--- config.mk ---
export PLATFORM = sky130hd
export DESIGN_NAME = calc_input_ctrl
export DESIGN_NICKNAME = d
export VERILOG_FILES = /design/src/rtl/calc_input_ctrl.sv
export SDC_FILE = /design/constraint.sdc
export NUM_CORES = 1
export LEC_CHECK = 0
export BUFFER_PORTS_ARGS = -buffer_cell sky130_fd_sc_hd__buf_2
export CAP_MARGIN = 20
export CORE_ASPECT_RATIO = 1.4
export CORE_UTILIZATION = 53
export CTS_CLUSTER_SIZE = 10
export DETAILED_ROUTE_END_ITERATION = 8
export HOLD_SLACK_MARGIN = 0.03
export PLACE_DENSITY = 0.76
export SLEW_MARGIN = 20
export SYNTH_ARGS = -nofsm -noshare
export SYNTH_HDL_FRONTEND = slang
export SYNTH_SLANG_ARGS = --single-unit
--- constraint.sdc ---
create_clock -name clk -period 1.86 [get_ports clk]
set_clock_uncertainty 0.1 [all_clocks]
set_input_delay 0.372 -clock clk [delete_from_list [all_inputs] [get_ports clk]]
set_output_delay 0.372 -clock clk [all_outputs]
set_load 0.02 [all_outputs]
--- src/rtl/calc_input_ctrl.sv ---
// Board front-end for the four-function calculator: synchronises and debounces the
// switches and keys, sequences operand/operator entry and hands one command to the core.
//
// state  | meaning
// S_A    | waiting for enter to capture operand A
// S_B    | waiting for enter to capture operand B and opcode
// S_GO   | issuing the single-cycle go pulse
// S_WAIT | command in flight, waiting for done from the core
module calc_input_ctrl #(
  parameter int DEBOUNCE_CYCLES = 4,
  parameter int CNT_W           = 20
) (
  input  logic       clk,
  input  logic       reset,
  input  logic [9:0] sw,
  input  logic [3:0] key,
  input  logic       done,
  output logic [7:0] op_a,
  output logic [7:0] op_b,
  output logic [1:0] op,
  output logic       go,
  output logic       busy,
  output logic [1:0] stage
);

  typedef enum logic [1:0] {
    S_A    = 2'b00,
    S_B    = 2'b01,
    S_GO   = 2'b10,
    S_WAIT = 2'b11
  } state_t;

  state_t           state_q, state_d;
  logic [9:0]       sw_m, sw_s;
  logic [1:0]       key_m, key_s, key_db, press;
  logic [CNT_W-1:0] cnt [2];
  logic             load_a, load_b;
  logic             unused_keys;

  assign unused_keys = &{1'b0, key[3:2]};

  always_ff @(posedge clk) begin
    if (reset) begin
      sw_m  <= '0;
      sw_s  <= '0;
      key_m <= 2'b11;
      key_s <= 2'b11;
    end else begin
      sw_m  <= sw;
      sw_s  <= sw_m;
      key_m <= key[1:0];
      key_s <= key_m;
    end
  end

  // press is registered off the debounced falling edge, so it lasts exactly one cycle
  always_ff @(posedge clk) begin
    if (reset) begin
      cnt[0] <= '0;
      cnt[1] <= '0;
      key_db <= 2'b11;
      press  <= 2'b00;
    end else begin
      press <= 2'b00;
      for (int i = 0; i < 2; i++) begin
        if (key_s[i] == key_db[i]) begin
          cnt[i] <= '0;
        end else if (cnt[i] == CNT_W'(DEBOUNCE_CYCLES)) begin
          key_db[i] <= ~key_db[i];
          cnt[i]    <= '0;
          press[i]  <= key_db[i];
        end else begin
          cnt[i] <= cnt[i] + 1'b1;
        end
      end
    end
  end

  always_comb begin
    state_d = state_q;
    load_a  = 1'b0;
    load_b  = 1'b0;
    go      = 1'b0;
    busy    = 1'b0;
    case (state_q)
      S_A: begin
        if (press[0]) begin
          load_a  = 1'b1;
          state_d = S_B;
        end
      end
      S_B: begin
        if (press[0]) begin
          load_b  = 1'b1;
          state_d = S_GO;
        end
      end
      S_GO: begin
        go      = 1'b1;
        busy    = 1'b1;
        state_d = S_WAIT;
      end
      S_WAIT: begin
        busy = 1'b1;
        if (done) state_d = S_A;
      end
      default: state_d = S_A;
    endcase
    // clear overrides enter, done and the pending go
    if (press[1]) begin
      state_d = S_A;
      load_a  = 1'b0;
      load_b  = 1'b0;
      go      = 1'b0;
    end
  end

  always_ff @(posedge clk) begin
    if (reset) begin
      state_q <= S_A;
      op_a    <= '0;
      op_b    <= '0;
      op      <= '0;
    end else begin
      state_q <= state_d;
      if (load_a) op_a <= sw_s[7:0];
      if (load_b) begin
        op_b <= sw_s[7:0];
        op   <= sw_s[9:8];
      end
    end
  end

  assign stage = state_q;

endmodule

After elaboration in Yosys (flattened, before gate mapping) --
Memories as Yosys holds them, arrays and structs flattened. Index checks and enable logic that the tools add are counted.
Word-level totals: bits in writable memories 40, input port bits 17, word-level logic and storage cells 87, register bits 48, memories kept 1, output and inout port bits 22
Memory list:
- cnt | words 2, bits a word 20, rd ports 2, clocked after Yosys merged registers in 0, write ports 2, RTL line 36 | logic [CNT_W-1:0] cnt [2];
Cells by class: $add $sub $neg 2, mux-type cells 42, eq/ne operators 10, reductions and logical operators 8, bitwise operators 12
Operator list (count):
- 20-bit 2-to-1 mux | 6
- 20-bit by 1-bit adder with 20-bit output (second input constant) | 2
- 20-bit by 3-bit equality test with 1-bit output (second input constant) | 2
- 1-bit 2-to-1 mux | 32
- 2-bit one-hot mux with 4 select lines | 1
- 2-bit 2-to-1 mux | 3
- 2-bit inequality test (second input constant) | 3
- 1-bit NOT | 6
- 1-bit OR | 6
- 3-bit OR reduction | 2
- 2-bit equality test (second input constant) | 2
- 2-bit AND reduction | 2
- 2-bit OR reduction | 2
- 3-bit AND reduction | 1
- 1-bit equality test | 2
- 2-bit by 1-bit equality test with 1-bit output (second input constant) | 1
- 2-bit zero test | 1

Logic depth before layout (Yosys ltp) --
An unclocked memory read counts as a cell.
depth in word-level cells 8, mapped depth 7

Worst setup path before layout --
Ideal clock, no wire load.
kind register to register, start mem cnt[0][0], end mem cnt[0][2] (data pin), stages on the path, launching flop included 8, clock period less this slack 1.896 ns, path buffers 1, slack -0.036 ns, arrival 1.542 ns, setup time 0.254 ns, data required time 1.506 ns, cell sequence edfxtp_1 inv_1 ha_1 nor4b_1 nand4_1 o21ai_4 buf_6 nor2_1
RTL lines (RTL line):
- start, declared | 36

==> run metrics <==
Sw Ratio=around 27%; hold wc startpoint=key[0]; GPL Wtd Cong=approximately 0.84; worst setup margin=-0.1588 ns; DR pass1 iterations=4; net switching power=roughly 1.0 mW; Routed wire per std cell=12.96 um; DR vias=~3,200; gr ovfl total=0; Clock Path Buffers=2; CTS sink count=88; die height=approximately 100 um; Clock Power Share=32.6%; Worst R2R Start=cnt[1][0]; Peak VDD IR=between 0.0004 and 0.0005 V; Area growth syn-to-layout=29.82%; Worst-Skew Late Latency=roughly 0.37 ns; YS warnings=0; Top Ports=39; Core Rows=37; Max Transition Viols Final=0; Root Driver=clkbuf_8; vias in the first global route=3,005; Die ar.=7884 sq um; HPWL Detailed=5514 um; element type at the critical path end=flip-flop; Max-Cap Viols=0; failing checks=negative setup slack; most frequent cells in the layout=buf_4 (51), dfxtp_1 (46), edfxtp_1 (40), conb_1 (40), nor2_1 (37); H-tree depth=3; CTS clk-pin slew, worst paths=~0.090 ns; crit share post-route=108.5%; Synth cell types=between 40 and 50; power per cell area=roughly 740 nW/um^2; CTS Buf Count=9; CP arrival=between 2 and 2.5 ns; Critical R2R Capture=cnt[1][5]; Hold Path Class=primary input to flip-flop; TritonCTS clock tree=built; internal power=about 2.8 mW; status=complete, but fails checks; DR DRC count=0; FF-to-FF path depth=7; Logic pwr share=between 10 and 15%; Die Wd=75.33 um; Worst Hold End=key_m[0]; final net count=545; slowest CP cell=edfxtp_1; fin crit period=approximately 2.0 ns; largest net degree at the start of global routing=24; GR Util All Layers=21.02%; worst path required time=1.90 ns; Post-Syn Area per Cell=about 10 sq um; setup violators final=18; final WL=a little over 8000 um; vias per cell=between 5 and 6; FF-to-FF setup slack=-0.16 ns; Hold Slack=around 0.082 ns; Crit Path Max Fanout=7; Seq/Total Area, Yosys=a little over half; critical path's largest stage delay=0.47 ns; Initial Util=54.55%; Core Region=about 7300 sq um; hold depth=2; Final Hold Fails=0; initial antenna violation count=0; total negative slack=-2.447 ns; first-pass GRT wire length=approximately 13,000 um; Seq pwr share=56.0%; Antenna Nets Post-Route=0; Cell Area, Synth=about 4000 sq um; layout cells sized above 1=around 29%; Gate Count Post-Synth=a little under 400; 1st-iter DRT viols=around 140; Max Clock Freq=approximately 500 MHz; Pleak=slightly above 2 nW; port bufs=36; CP Launch Type=flip-flop; Diodes inserted=0; #FFs+latches synth=between 80 and 90; CP Class=flip-flop to flip-flop; CP cell instances=inv_2 -> ha_4 -> nor4b_4 -> nand4_1 -> o21ai_4 -> clkbuf_16 -> nor2_1; RSZ-0062 raised after global routing=yes; most common cell after layout, fill and taps aside=buf_4
## worst max-delay path by stage
stage | startpoint | endpoint | cells after the start
floorplan | cnt[0][0] | cnt[0][2] | 7
global placement | cnt[1][12] | cnt[1][6] | 6
detailed placement | cnt[0][0] | cnt[0][16] | 7
CTS | cnt[1][0] | cnt[1][13] | 7
global route | cnt[1][0] | cnt[1][4] | 7
finish | cnt[1][0] | cnt[1][5] | 7
## state kept, by name (all words and copies together) (netlist names)
signal / count
cnt: 40
sw_m: 10
sw_s: 10
op_a: 8
op_b: 8
key_db: 2
key_m: 2
key_s: 2
op: 2
press: 2
stage: 2
## critical path: cells and delay by family, from the launching register on
family,cells,cell delay [ns]
DFF,1,0.47
buffers and inverters,2,0.30
AOI/OAI and AO/OA,1,0.28
adders and majority gates,1,0.12
and+or+nand+nor,3,0.51
## power groups by stage
| stage | Sequential (mW) | Clock (mW) | Combinational (mW) |
|---|---|---|---|
| floorplan | 2.20 | 0 | 0.225 |
| global placement | 2.18 | 0 | 0.379 |
| detailed placement | 2.18 | 0 | 0.391 |
| CTS | 2.14 | 1.28 | 0.417 |
| global route | 2.16 | 1.36 | 0.485 |
| finish | 2.15 | 1.25 | 0.441 |
## kinds of logic (layout without fill, tap and decap cells)
family | after synthesis | count (layout) | share of synthesized area, %
buf+inv | 28 | 121 | 3.198
compound gates | 36 | 36 | 5.268
xor+xnor | 29 | 29 | 6.366
simple gates | 196 | 196 | 26.81
flops | 88 | 88 | 54.19
other cells | 1 | 40 | 0.09398
fa+ha+maj | 9 | 9 | 2.822
mux | 5 | 5 | 1.254
## routing by layer
layer | routed length (um) | global-route usage, % | vias to the layer above
met5 | 0 | 0 | -
met4 | 240 | 12.43 | 0
met3 | 274 | 4.147 | 21
met2 | 4275 | 35.71 | 68
met1 | 3258 | 23.43 | 1516
li1 | - | - | 1590
## timing repair
action | CTS | global route
cloned | 0 | 1
pin swaps | 4 | 12
resized for setup | 11 | 28
setup buffers | 6 | 7
setup endpoints to repair | 36 | 40
hold buffers | 0 | 0
## stage by stage
step | utilization [%] | total power, mW | area, sq um | setup slack, ns | std cells
finish | 70.82 | 3.840 | 5180 | -0.1588 | 621
global route | 70.82 | 4.002 | 5180 | -0.2013 | 621
CTS | 68.47 | 3.838 | 5009 | -0.01230 | 616
detailed placement | 64.64 | 2.575 | 4728 | -0.08799 | 594
global placement | 64.64 | 2.560 | 4728 | 0.006625 | 594
floorplan | - | 2.423 | 4143 | 0.02781 | 431
## Yosys cell counts, drive strengths merged
cell | instances | share of area, %
nand2b | 1 | 0.16
ha | 9 | 2.8
inv | 13 | 1.2
dfxtp | 48 | 24
nand2 | 34 | 3.2
nor4 | 13 | 2.9
xor2 | 10 | 2.2
nor4b | 3 | 0.97
a21bo | 1 | 0.25
conb | 1 | 0.094
mux2i | 5 | 1.3
nand4 | 15 | 2.8
nor2b | 22 | 3.4
or2 | 5 | 0.78
nor2 | 46 | 4.3
and2 | 3 | 0.47
buf | 6 | 1.1
or3 | 4 | 0.63
and4 | 3 | 0.66
a21oi | 23 | 2.9
o21ai | 8 | 1.4
nand3 | 31 | 4.2
xnor2 | 19 | 4.2
edfxtp | 40 | 30
nand3b | 1 | 0.19
and3 | 2 | 0.35
nor3 | 12 | 1.5
a211oi | 2 | 0.38
or3b | 1 | 0.22
clkbuf | 9 | 0.85
a2111oi | 1 | 0.22
o22ai | 1 | 0.16
## cell type report
class / count / area (sq um)
inverter: 13 / 48.80
timing repair buffer: 92 / 656.9
sequential: 88 / 2165
clock buffer: 9 / 123.9
clock inverter: 7 / 60.06
multi-input combinational: 315 / 2004
tap: 97 / 121.4
fill: 563 / 2135
Power figures use the tool's default switching activity.
